[src/rtl/noc_mmr_if.sv]
// noc_mmr_if: memory-mapped NoC channels with TX/RX FIFOs, flow control, loopback and sticky error flags
module noc_mmr_if #(
  parameter int          DATA_W     = 32,
  parameter int          NUM_CH     = 4,
  parameter int          FIFO_DEPTH = 4,
  parameter logic [31:0] BASE_ADDR  = 32'h4000
) (
  input  logic                     clk,
  input  logic                     reset,
  input  logic                     wr_en,
  input  logic                     rd_en,
  input  logic [31:0]              addr,
  input  logic [DATA_W-1:0]        wdata,
  output logic [DATA_W-1:0]        rdata,
  output logic                     rd_valid,
  output logic [NUM_CH-1:0]        tx_valid,
  output logic [NUM_CH*DATA_W-1:0] tx_data,
  input  logic [NUM_CH-1:0]        tx_ready,
  input  logic [NUM_CH-1:0]        rx_valid,
  input  logic [NUM_CH*DATA_W-1:0] rx_data,
  output logic [NUM_CH-1:0]        rx_ready
);
  localparam int AW = $clog2(FIFO_DEPTH);
  localparam int PW = AW + 1;

  logic [31:0]       off;
  logic              in_range;
  logic [1:0]        reg_sel;
  logic [NUM_CH-1:0] sel;
  logic [DATA_W-1:0] rd_word [NUM_CH];
  logic [DATA_W-1:0] rdata_q, rdata_d;
  logic              rd_valid_q;

  assign off      = addr - BASE_ADDR;
  assign in_range = (addr >= BASE_ADDR) && (off < 32'(NUM_CH * 16));
  assign reg_sel  = off[3:2];

  for (genvar c = 0; c < NUM_CH; c++) begin : g_ch
    logic [DATA_W-1:0] tx_mem [FIFO_DEPTH];
    logic [DATA_W-1:0] rx_mem [FIFO_DEPTH];
    logic [PW-1:0]     tx_wp_q, tx_wp_d, tx_rp_q, tx_rp_d;
    logic [PW-1:0]     rx_wp_q, rx_wp_d, rx_rp_q, rx_rp_d;
    logic              en_q, en_d, lb_q, lb_d, of_q, of_d, uf_q, uf_d;
    logic [PW-1:0]     tx_cnt, rx_cnt;
    logic              tx_full, tx_empty, rx_full, rx_empty;
    logic              tx_push_req, rx_pop_req, w1c, ctrl_wr, flush;
    logic              noc_tx_pop, noc_rx_push, lb_xfer;
    logic              tx_pop, tx_push, rx_push, rx_pop, of_set, uf_set;
    logic [DATA_W-1:0] tx_head, rx_head;
    logic [31:0]       status;

    assign sel[c]      = in_range && (off[6:4] == 3'(c));
    assign tx_push_req = wr_en && sel[c] && (reg_sel == 2'd0);
    assign rx_pop_req  = rd_en && sel[c] && (reg_sel == 2'd1);
    assign w1c         = wr_en && sel[c] && (reg_sel == 2'd2);
    assign ctrl_wr     = wr_en && sel[c] && (reg_sel == 2'd3);
    assign flush       = ctrl_wr && wdata[2];

    assign tx_cnt   = tx_wp_q - tx_rp_q;
    assign rx_cnt   = rx_wp_q - rx_rp_q;
    assign tx_full  = tx_cnt == PW'(FIFO_DEPTH);
    assign tx_empty = tx_cnt == '0;
    assign rx_full  = rx_cnt == PW'(FIFO_DEPTH);
    assign rx_empty = rx_cnt == '0;
    assign tx_head  = tx_mem[tx_rp_q[AW-1:0]];
    assign rx_head  = rx_mem[rx_rp_q[AW-1:0]];

    // rx_ready is held low while reset is asserted even though CTRL resets to enabled
    assign tx_valid[c]                  = en_q && !lb_q && !tx_empty;
    assign rx_ready[c]                  = reset && en_q && !lb_q && !rx_full;
    assign tx_data[c*DATA_W +: DATA_W]  = tx_head;

    assign noc_tx_pop  = tx_valid[c] && tx_ready[c];
    assign noc_rx_push = rx_valid[c] && rx_ready[c];
    assign lb_xfer     = en_q && lb_q && !tx_empty && !rx_full;
    assign tx_pop      = noc_tx_pop || lb_xfer;
    assign rx_push     = noc_rx_push || lb_xfer;
    // a pop on the same edge frees a slot, so a push into a full TX FIFO still lands
    assign tx_push     = tx_push_req && (!tx_full || tx_pop);
    assign of_set      = tx_push_req && tx_full && !tx_pop;
    assign rx_pop      = rx_pop_req && !rx_empty;
    assign uf_set      = rx_pop_req && rx_empty;

    assign status = {8'd0, 8'(tx_cnt), 8'(rx_cnt), 2'b00, uf_q, of_q,
                     rx_empty, rx_full, tx_empty, tx_full};

    assign rd_word[c] = !sel[c]            ? '0 :
                        reg_sel == 2'd1    ? (rx_empty ? '0 : rx_head) :
                        reg_sel == 2'd2    ? DATA_W'(status) :
                        reg_sel == 2'd3    ? DATA_W'({lb_q, en_q}) : '0;

    // next-state: flush empties both FIFOs and clears sticky flags, beating any transfer
    always_comb begin
      tx_wp_d = flush ? '0 : tx_wp_q + PW'(tx_push);
      tx_rp_d = flush ? '0 : tx_rp_q + PW'(tx_pop);
      rx_wp_d = flush ? '0 : rx_wp_q + PW'(rx_push);
      rx_rp_d = flush ? '0 : rx_rp_q + PW'(rx_pop);
      en_d    = ctrl_wr ? wdata[0] : en_q;
      lb_d    = ctrl_wr ? wdata[1] : lb_q;
      of_d    = flush ? 1'b0 : of_set ? 1'b1 : (w1c && wdata[4]) ? 1'b0 : of_q;
      uf_d    = flush ? 1'b0 : uf_set ? 1'b1 : (w1c && wdata[5]) ? 1'b0 : uf_q;
    end

    // channel pointer, control and sticky-flag registers
    always_ff @(posedge clk or negedge reset) begin
      if (!reset) begin
        tx_wp_q <= '0;
        tx_rp_q <= '0;
        rx_wp_q <= '0;
        rx_rp_q <= '0;
        en_q    <= 1'b1;
        lb_q    <= 1'b0;
        of_q    <= 1'b0;
        uf_q    <= 1'b0;
      end else begin
        tx_wp_q <= tx_wp_d;
        tx_rp_q <= tx_rp_d;
        rx_wp_q <= rx_wp_d;
        rx_rp_q <= rx_rp_d;
        en_q    <= en_d;
        lb_q    <= lb_d;
        of_q    <= of_d;
        uf_q    <= uf_d;
      end
    end

    // FIFO storage; contents are meaningless outside the pointer window so no reset
    always_ff @(posedge clk) begin
      if (tx_push) tx_mem[tx_wp_q[AW-1:0]] <= wdata;
      if (rx_push) rx_mem[rx_wp_q[AW-1:0]] <= lb_xfer ? tx_head : rx_data[c*DATA_W +: DATA_W];
    end
  end

  // read mux: at most one channel is selected, so OR-ing the per-channel words is exact
  always_comb begin
    rdata_d = rdata_q;
    if (rd_en) begin
      rdata_d = '0;
      for (int c = 0; c < NUM_CH; c++) rdata_d = rdata_d | rd_word[c];
    end
  end

  // registered read port: one-cycle latency, data held until the next read
  always_ff @(posedge clk or negedge reset) begin
    if (!reset) begin
      rdata_q    <= '0;
      rd_valid_q <= 1'b0;
    end else begin
      rdata_q    <= rdata_d;
      rd_valid_q <= rd_en;
    end
  end

  assign rdata    = rdata_q;
  assign rd_valid = rd_valid_q;
endmodule

[config.mk]
export PLATFORM = sky130hd
export DESIGN_NAME = noc_mmr_if
export DESIGN_NICKNAME = d
export VERILOG_FILES = /design/src/rtl/noc_mmr_if.sv
export SDC_FILE = /design/constraint.sdc
export NUM_CORES = 1
export LEC_CHECK = 0
export BUFFER_PORTS_ARGS = -buffer_cell sky130_fd_sc_hd__buf_2
export CORE_MARGIN = 5
export CORE_UTILIZATION = 28
export DETAILED_ROUTE_END_ITERATION = 12
export PLACE_DENSITY = 0.43
export SLEW_MARGIN = 10
export SYNTH_ARGS = -nofsm -noshare
export SYNTH_HDL_FRONTEND = slang
export SYNTH_SLANG_ARGS = --single-unit
[constraint.sdc]
create_clock -name clk -period 7.7 [get_ports clk]
set_input_delay 1.54 -clock clk [delete_from_list [all_inputs] [get_ports clk]]
set_output_delay 1.54 -clock clk [all_outputs]
set_load 0.05 [all_outputs]
==> results of run 1 <==
[layout by cell type, fill, tap and decap left out, drive strengths merged, types with 6 or more instances in the layout]
cell type,netlist,final
o21ai,12,12
nor4,17,17
a32oi,6,6
xnor3,8,8
nand3,12,12
a31o,8,8
clkinv,0,46
and2,27,27
nand4,25,25
o2bb2ai,10,10
clkbuf,74,150
nor3b,10,10
mux2,137,137
ha,40,40
nand2b,13,13
buf,52,431
a211oi,6,6
a31oi,12,12
nor3,20,20
edfxtp,1024,1024
a2111oi,7,7
fa,8,8
o31ai,8,8
mux4,256,256
bufinv,0,10
o211ai,38,38
a22o,23,23
nor2,50,50
and3,13,13
a21oi,15,15
inv,51,58
a41oi,16,16
nor2b,48,48
xnor2,12,12
nand2,60,60
dfrtp,93,93
[sequential cells by signal (all words and copies together), names as in the netlist]
register      count
g_ch.lb_q         4
g_ch.tx_mem     512
rdata            32
rd_valid          1
g_ch.rx_rp_q     12
g_ch.rx_mem     512
g_ch.uf_q         4
g_ch.tx_rp_q     12
g_ch.rx_wp_q     12
g_ch.tx_wp_q     12
g_ch.of_q         4
g_ch.en_q         4
[power by group through the flow]
stage / registers (W) / clock network (W) / logic, W
3_3_place_gp: 0.00677 / 0 / 0.000502
5_1_grt: 0.00664 / 0.00597 / 0.000527
2_1_floorplan: 0.00677 / 0 / 0.000236
4_1_cts: 0.00664 / 0.00574 / 0.000514
6_report: 0.00664 / 0.00557 / 0.000494
3_5_place_dp: 0.00677 / 0 / 0.000512
[layout make-up]
cell class,instances,area (µm²),area share
diodes,1,2.50,0.0000462
clock buffers,150,3100,0.0573
clock inverters,68,656,0.0121
inverters,51,191,0.00353
multi-input cells,988,12000,0.222
flip-flops and latches,1121,33200,0.612
well taps,2175,2720,0.0502
repair buffers,431,2310,0.0427
[cell families after synthesis]
| family | share of synthesized area |
|---|---|
| adder cells (fa/ha/maj) | 0.0144 |
| XOR/XNOR | 0.00908 |
| flip-flops | 0.725 |
| multiplexers | 0.161 |
| AND/OR/NAND/NOR | 0.0392 |
| AO/OA/AOI/OAI | 0.0350 |
| buffers and inverters | 0.0163 |
[worst paths after layout]
kind,start,to,slack (ns),cells past startpoint
worst max-delay path,g_ch[0].tx_rp_q[1],tx_valid[0],2.13,6
worst min-delay path,rdata[3],rdata[3],0.49,1
worst max register to register,g_ch[1].tx_rp_q[0],g_ch[1].tx_mem[2][23],2.97,10
worst min register to register,rdata[3],rdata[3],0.49,1
max in group asynchronous,reset,g_ch[0].tx_rp_q[1],5.52,2
min in group asynchronous,reset,g_ch[1].tx_rp_q[1],0.91,1
[per-stage QoR]
| stage | power, W | area (µm²) |
|---|---|---|
| CTS | 0.0129 | 54200 |
| finish | 0.0127 | 54200 |
| global route | 0.0131 | 54200 |
| floorplan | 0.00701 | 45700 |
| global placement | 0.00727 | 50400 |
| detailed placement | 0.00728 | 50400 |
[layer usage]
metal / wire [µm] / global-route usage
met1: 56500 / 0.195
met2: 78200 / 0.308
met3: 6160 / 0.0279
met4: 3560 / 0.0454
met5: 13 / 0
[worst max-delay path: stages (launching register included)]
cell and delay, ns:
dfrtp_2 1.06, inv_1 0.15, fa_1 0.45, xnor3_1 0.43
o21ai_0 0.65, nor2_1 0.27, buf_2 0.29
==> results.sh, run 1 <==
export IMPL_outcome="finished clean"
export IMPL_synth_top_area_frac=0.672
export IMPL_grt_max_degree=60
export IMPL_critPathRequiredTime_ns=6.16
export IMPL_critPathMaxFanout=34
export IMPL_place_gp_congestion=0.857
export IMPL_setup_viol=0
export IMPL_postCtsHoldBufs=0
export IMPL_htreeDepth=3
export IMPL_swShare=0.216
export IMPL_port_buffers=370
export IMPL_vias=23890
export IMPL_die_y_um=414
export IMPL_antenna_found_initial=12
export IMPL_p_seq_frac=0.523
export IMPL_pwr_share_clk=0.438
export IMPL_max_cap_violations=0
export IMPL_hold_viol_final=0
export IMPL_vias_per_cell=4.79
export IMPL_cts_root_buffer="clkbuf_16"
export IMPL_insertion_delay_ns=0.74
export IMPL_die_w_um=414
export IMPL_synth_most_common_cell="edfxtp_1"
export IMPL_fmax_ghz=0.179
export IMPL_synth_distinct_cells=84
export IMPL_layout_cells_non_filler=4985
export IMPL_synthFlopType="edfxtp_1"
export IMPL_synth_seq_cells=1121
export IMPL_fillCellCount=15676
export IMPL_setup_slack_ns=2.13
export IMPL_synth_cells=2286
export IMPL_cts_buffers=116
export IMPL_holdWs_ns=0.492
export IMPL_synth_area_leader_cell="edfxtp_1"
export IMPL_skew_ns=0.0410
export IMPL_min_period_ns=5.57
export IMPL_place_inst=4766
export IMPL_synth_edf_count=1024
export IMPL_io_pins=373
export IMPL_post_cts_setup_buffers=0
export IMPL_synth_common_cells="edfxtp_1, mux4_2, mux2_2"
export IMPL_core_um2=163000
export IMPL_drt_first_pass_iters=5
export IMPL_synth_fp_nets=2538
export IMPL_ys_warn_count=0
export IMPL_netlist_area_um2=45700
export IMPL_drc=0
export IMPL_routed_wl_mm=144
export IMPL_hpwlAfterDp_mm=100
export IMPL_die_area_um2=172000
export IMPL_relSlewSlack=0.0440
export IMPL_fin_util=0.333
export IMPL_wl_per_cell_um=29.0
export IMPL_nNetsFinal=2961
export IMPL_p_sw_w=0.00274
export IMPL_crit_type="reg2out"
export IMPL_overflow=0
export IMPL_rsz0062_at_grt="no"
export IMPL_comb_power_share=0.039
export IMPL_critPathArrivalTime_ns=4.03
export IMPL_critPathLaunchType="register"
export IMPL_endpoint_kind="output port"
export IMPL_drive_gt1_frac=0.377
export IMPL_drtIter0Drc=1653
export IMPL_internal_power_w=0.00996
export IMPL_synth_async_sr_flop_share=0.0865
export IMPL_dp_slack_ns=2.57
export IMPL_synth_avg_cell_area_um2=20.0
export IMPL_grt_total_usage=0.165
export IMPL_yosys_top_cells_area="edfxtp_1, mux4_2, dfrtp_1"
export IMPL_yosysSeqAreaShare=0.725
export IMPL_cts_tree="built"
export IMPL_drtAntennaViolNets=0
export IMPL_fin_crit_sh=0.724
export IMPL_clk_path_buf_depth=3
export IMPL_grt_pass1_wl_mm=202
export IMPL_cts_resized=0
export IMPL_tns_ns=0
export IMPL_area_delta_synth_final_pct=18.5
export IMPL_peakVddDrop_mv=0.195
export IMPL_initial_core_util=0.281
export IMPL_cts_sinks=1121
export IMPL_cts_clk_slew_worst_paths_ns=0.06
export IMPL_placementRows=148
export IMPL_hold_class="reg2reg"
export IMPL_slew_violations=0
export IMPL_power_density_nw_per_um2=234
export IMPL_p_leak_nw=17.9
export IMPL_grt_pass1_vias=25655
export IMPL_worstMarginPinSlew_ns=1.40
Power figures use the tool's default switching activity.
==> run 2: changes to the inputs <==
Clock period 7.7 ns to 5.6 ns, I/O delays scaled along.
==> results.sh, run 2 (synthesis gave the netlist of run 1 again) <==
export IMPL_outcome="finished clean"
export IMPL_internal_power_w=0.0138
export IMPL_postCtsHoldBufs=0
export IMPL_dp_slack_ns=0.969
export IMPL_slew_violations=0
export IMPL_htreeDepth=3
export IMPL_tns_ns=0
export IMPL_min_period_ns=4.75
export IMPL_rr_worst_depth=10
export IMPL_crit_path_frequent_cell="inv_1"
export IMPL_cts_tree="built"
export IMPL_max_cap_violations=0
export IMPL_crit_slowest_cell="o21ai_0"
export IMPL_skew_ns=0.0225
export IMPL_grt_max_degree=47
export IMPL_drtIter0Drc=1810
export IMPL_critPathLaunchType="register"
export IMPL_pwr_share_clk=0.440
export IMPL_io_pins=373
export IMPL_core_um2=163000
export IMPL_grt_total_usage=0.166
export IMPL_cts_buffers=117
export IMPL_vias_per_cell=4.77
export IMPL_placementRows=148
export IMPL_fin_crit_sh=0.849
export IMPL_fmax_ghz=0.210
export IMPL_antenna_found_initial=17
export IMPL_initial_core_util=0.281
export IMPL_routed_wl_mm=145
export IMPL_grt_pass1_wl_mm=203
export IMPL_p_seq_frac=0.522
export IMPL_p_leak_nw=18.0
export IMPL_holdWs_ns=0.365
export IMPL_cts_sinks=1121
export IMPL_path_cells="inv_1 > ha_1 > inv_1 > fa_1 > xnor3_1 > o21ai_0 > nor2_1 > buf_2"
export IMPL_p_sw_w=0.00374
export IMPL_rsz0062_at_grt="no"
export IMPL_postPlaceCellArea_um2=50600
export IMPL_comb_power_share=0.039
export IMPL_die_y_um=414
export IMPL_layout_cells_non_filler=4997
export IMPL_grt_pass1_vias=25828
export IMPL_place_inst=4777
export IMPL_nNetsFinal=2973
export IMPL_hold_class="in2async"
export IMPL_drt_first_pass_iters=5
export IMPL_setup_slack_ns=0.846
export IMPL_cts_resized=0
export IMPL_critPathMaxFanout=5
export IMPL_drtAntennaViolNets=0
export IMPL_endpoint_kind="output port"
export IMPL_overflow=0
export IMPL_hpwlAfterDp_mm=103
export IMPL_peakVddDrop_mv=0.269
export IMPL_post_cts_setup_buffers=0
export IMPL_drc=0
export IMPL_mostFrequentLayoutCells="edfxtp_1, buf_2, mux4_2"
export IMPL_wl_per_cell_um=29.0
export IMPL_critPathArrivalTime_ns=3.63
export IMPL_final_common_cell="edfxtp_1"
export IMPL_crit_type="reg2out"
export IMPL_critPathRequiredTime_ns=4.48
export IMPL_port_buffers=370
export IMPL_die_area_um2=172000
export IMPL_hold_viol_final=0
export IMPL_crit_path_max_incr_delay_ns=0.64
export IMPL_die_w_um=414
export IMPL_insertion_delay_ns=0.73
export IMPL_drive_gt1_frac=0.379
export IMPL_relSlewSlack=0.181
export IMPL_worstMarginPinSlew_ns=1.20
export IMPL_setup_viol=0
export IMPL_clk_path_buf_depth=3
export IMPL_postLayoutCellArea_um2=54400
export IMPL_power_density_nw_per_um2=322
export IMPL_area_delta_synth_final_pct=18.9
export IMPL_vias=23832
export IMPL_cts_clk_slew_worst_paths_ns=0.06
export IMPL_swShare=0.214
export IMPL_place_gp_congestion=0.851
export IMPL_cts_root_buffer="clkbuf_16"
==> run 2: changes by cell type in the layout (fill, tap and decap cells not counted), moves of 2 or more <==
cell       change
o21a_2         -2
clkbuf_8       -3
o21a_1         +2
inv_6          +2
nor3b_2        -2
nor4_2         -6
nor4_4         +6
bufinv_16      +3
diode_2        +3
nor3_4         +2
nor3b_4        +2
buf_4         +11
clkinv_2       -2
nor3_2         -2
==> run 2: layout make-up <==
cell class                 count  area, µm²
clock buffer                 145       3030
tap                         2175       2720
sequential                  1121      33200
multi-input combinational    988      12100
antenna                        4       10.0
inverter                      51        191
fill                       15611     108000
clock inverter                71        746
timing repair buffer         442       2390
==> run 2: critical path, delay by kind of cell (launching register included) <==
kind	cells	cell delay (ns)
flops	1	0.44
simple gates	1	0.28
fa+ha+maj	2	0.56
compound gates	1	0.64
xor+xnor	1	0.45
buf+inv	3	0.53
==> run 2: worst paths after layout <==
path / from / to / slack (ns)
setup reg to reg: g_ch[1].tx_wp_q[0] / g_ch[1].tx_mem[2][23] / 1.16
setup / recovery: g_ch[0].tx_wp_q[0] / tx_valid[0] / 0.85
min in group clk: rdata[25] / rdata[25] / 0.48
max in group asynchronous: reset / g_ch[0].tx_rp_q[0] / 4.10
hold reg to reg: rdata[25] / rdata[25] / 0.48
hold / removal: reset / g_ch[1].tx_wp_q[0] / 0.36
==> run 2: power groups by stage <==
| stage | logic [W] | clock network [W] | registers (W) |
|---|---|---|---|
| after floorplan | 0.000325 | 0 | 0.00931 |
| after global placement | 0.000692 | 0 | 0.00931 |
| after detailed placement | 0.000706 | 0 | 0.00931 |
| after CTS | 0.000709 | 0.00791 | 0.00913 |
| after global routing | 0.000727 | 0.00825 | 0.00913 |
| final | 0.000680 | 0.00770 | 0.00913 |
==> run 2: per-stage QoR <==
stage / util / total power, W
2_1_floorplan: - / 0.00963
3_3_place_gp: 0.311 / 0.0100
3_5_place_dp: 0.311 / 0.0100
4_1_cts: 0.334 / 0.0178
5_1_grt: 0.334 / 0.0181
6_report: 0.335 / 0.0175
==> run 2: per-layer routing <==
layer | GRT usage | vias up | part of all wire
li1 | - | 10301 | -
met1 | 0.192 | 12672 | 0.38
met2 | 0.311 | 668 | 0.54
met3 | 0.0272 | 191 | 0.046
met4 | 0.0589 | 0 | 0.035
met5 | 0 | - | 0
==> run 3: changes to the inputs <==
Clock period 5.6 ns to 4.41 ns, I/O delays scaled along.
==> results.sh, run 3 (synthesis gave the netlist of run 1 again) <==
export IMPL_gr_max_usage_layer="met2"
export IMPL_placementRows=148
export IMPL_p_leak_nw=18.2
export IMPL_critPathMaxFanout=5
export IMPL_drc=0
export IMPL_final_common_cell="edfxtp_1"
export IMPL_fillCellCount=15585
export IMPL_rsz0062_at_grt="no"
export IMPL_grt_max_degree=55
export IMPL_clk_path_buf_depth=3
export IMPL_vias=24074
export IMPL_drive_gt1_frac=0.385
export IMPL_r2r_start="g_ch[0].rx_wp_q[0]"
export IMPL_fmax_ghz=0.237
export IMPL_overflow=0
export IMPL_max_cap_violations=0
export IMPL_use_met2=0.317
export IMPL_cts_tree="built"
export IMPL_die_w_um=414
export IMPL_wl_per_cell_um=29.2
export IMPL_place_gp_congestion=0.839
export IMPL_insertion_delay_ns=0.74
export IMPL_slew_violations=0
export IMPL_outcome="finished clean"
export IMPL_antenna_found_initial=14
export IMPL_mostFrequentLayoutCells="edfxtp_1, buf_2, mux4_2"
export IMPL_area_delta_synth_final_pct=20.3
export IMPL_cts_clk_slew_worst_paths_ns=0.06
export IMPL_vias_per_cell=4.81
export IMPL_io_pins=373
export IMPL_worstMarginPinSlew_ns=0.855
export IMPL_tns_ns=0
export IMPL_drtAntennaViolNets=0
export IMPL_rr_worst_depth=10
export IMPL_power_density_nw_per_um2=414
export IMPL_cts_sinks=1121
export IMPL_critPathRequiredTime_ns=3.53
export IMPL_core_um2=163000
export IMPL_htreeDepth=3
export IMPL_met1_usage=0.196
export IMPL_hold_class="in2async"
export IMPL_r2r_end="g_ch[0].tx_mem[0][0]"
export IMPL_drt_first_pass_iters=5
export IMPL_fin_crit_sh=0.957
export IMPL_cts_buffers=120
export IMPL_routed_wl_mm=146
export IMPL_die_y_um=414
export IMPL_critPathArrivalTime_ns=3.34
export IMPL_critPathLaunchType="register"
export IMPL_grt_pass1_vias=25794
export IMPL_startpoint="g_ch[0].tx_wp_q[0]"
export IMPL_skew_ns=0.0342
export IMPL_relSlewSlack=0.430
export IMPL_port_buffers=370
export IMPL_initial_core_util=0.281
export IMPL_cts_root_buffer="clkbuf_16"
export IMPL_grt_pass1_wl_mm=206
export IMPL_drtIter0Drc=1933
export IMPL_use_met3=0.0309
export IMPL_hold_viol_final=0
export IMPL_hpwlAfterDp_mm=103
export IMPL_crit_type="reg2out"
export IMPL_peakVddDrop_mv=0.295
export IMPL_endpoint_kind="output port"
export IMPL_die_area_um2=172000
export IMPL_nNetsFinal=2978
export IMPL_min_period_ns=4.22
export IMPL_setup_viol=0
export IMPL_r2r_slack_ns=0.51
export IMPL_crit_end="tx_valid[0]"
export IMPL_holdWs_ns=0.298
export IMPL_grt_total_usage=0.168
run 3: changes by cell type in the layout (fill, tap and decap cells not counted), moves of 3 or more:
| cell | before | now |
|---|---|---|
| buf_12 | 0 | 22 |
| buf_4 | 73 | 53 |
| bufinv_16 | 13 | 17 |
| clkbuf_16 | 117 | 123 |
| clkinv_1 | 25 | 20 |
| clkinv_2 | 16 | 19 |
| inv_6 | 7 | 4 |
| nor3_4 | 2 | 6 |
| nor4_2 | 5 | 1 |
| nor4_4 | 7 | 11 |
| o21ai_0 | 11 | 8 |
run 3: layer usage:
layer | share of wire | vias to the layer above | wire (µm)
li1 | - | 10321 | -
met1 | 0.38 | 12950 | 55700
met2 | 0.55 | 634 | 80100
met3 | 0.052 | 165 | 7550
met4 | 0.019 | 4 | 2730
met5 | 0.00016 | - | 24
run 3: critical path, cell delays in order, from the launching register on:
cell	delay [ns]
dfrtp_1	0.46
inv_1	0.22
ha_1	0.19
inv_1	0.05
fa_1	0.39
xnor3_1	0.49
o21ai_2	0.15
nor2_1	0.32
buf_2	0.35
run 3: layout make-up:
type	count	area (µm²)	share of cell area
clock buffers	154	3200	0.0582
repair buffers	444	2690	0.0488
clock inverters	70	828	0.0151
multi-input cells	988	12200	0.221
inverters	51	191	0.00348
flip-flops and latches	1121	33200	0.603
well taps	2175	2720	0.0495
diodes	5	12.5	0.000227
run 3: worst min-delay path by stage:
stage | startpoint | to | slack (ns) | depth (start not counted)
detailed placement | rdata[3] | rdata[3] | 0.47 | 1
floorplan | g_ch[1].tx_rp_q[2] | g_ch[1].tx_rp_q[2] | 0.51 | 2
global route | reset | g_ch[2].tx_rp_q[2] | 0.29 | 2
global placement | rdata[23] | rdata[23] | 0.47 | 2
finish | reset | g_ch[2].rx_wp_q[1] | 0.30 | 2
CTS | reset | g_ch[2].rx_wp_q[0] | 0.25 | 2
run 3: timing repair:
action | CTS | global route
setup buffers | 0 | 0
resized for setup | 3 | 2
hold buffers | 0 | 0
endpoints found under the hold margin | 0 | 0
pin swaps | 0 | 0
setup endpoints to repair | 3 | 2
run 3: per-stage QoR:
stage	area (µm²)	worst slack, ns	power [W]	cells	util
finish	55000	0.192	0.0228	5008	0.338
global route	55000	0.0398	0.0235	5003	0.338
global placement	51000	0.449	0.0127	4779	0.313
CTS	55000	0.0205	0.0231	5003	0.338
detailed placement	51000	0.363	0.0127	4779	0.313
floorplan	46000	0.0116	0.0122	2286	-
run 3: where the power goes:
| part | switching, W | internal [W] | leakage [nW] |
|---|---|---|---|
| Clock | 0.00420 | 0.00612 | 1.95 |
| Combinational | 0.000622 | 0.000250 | 5.78 |
| Sequential | 0.00000121 | 0.0116 | 10.5 |
| Total | 0.00482 | 0.0180 | 18.2 |
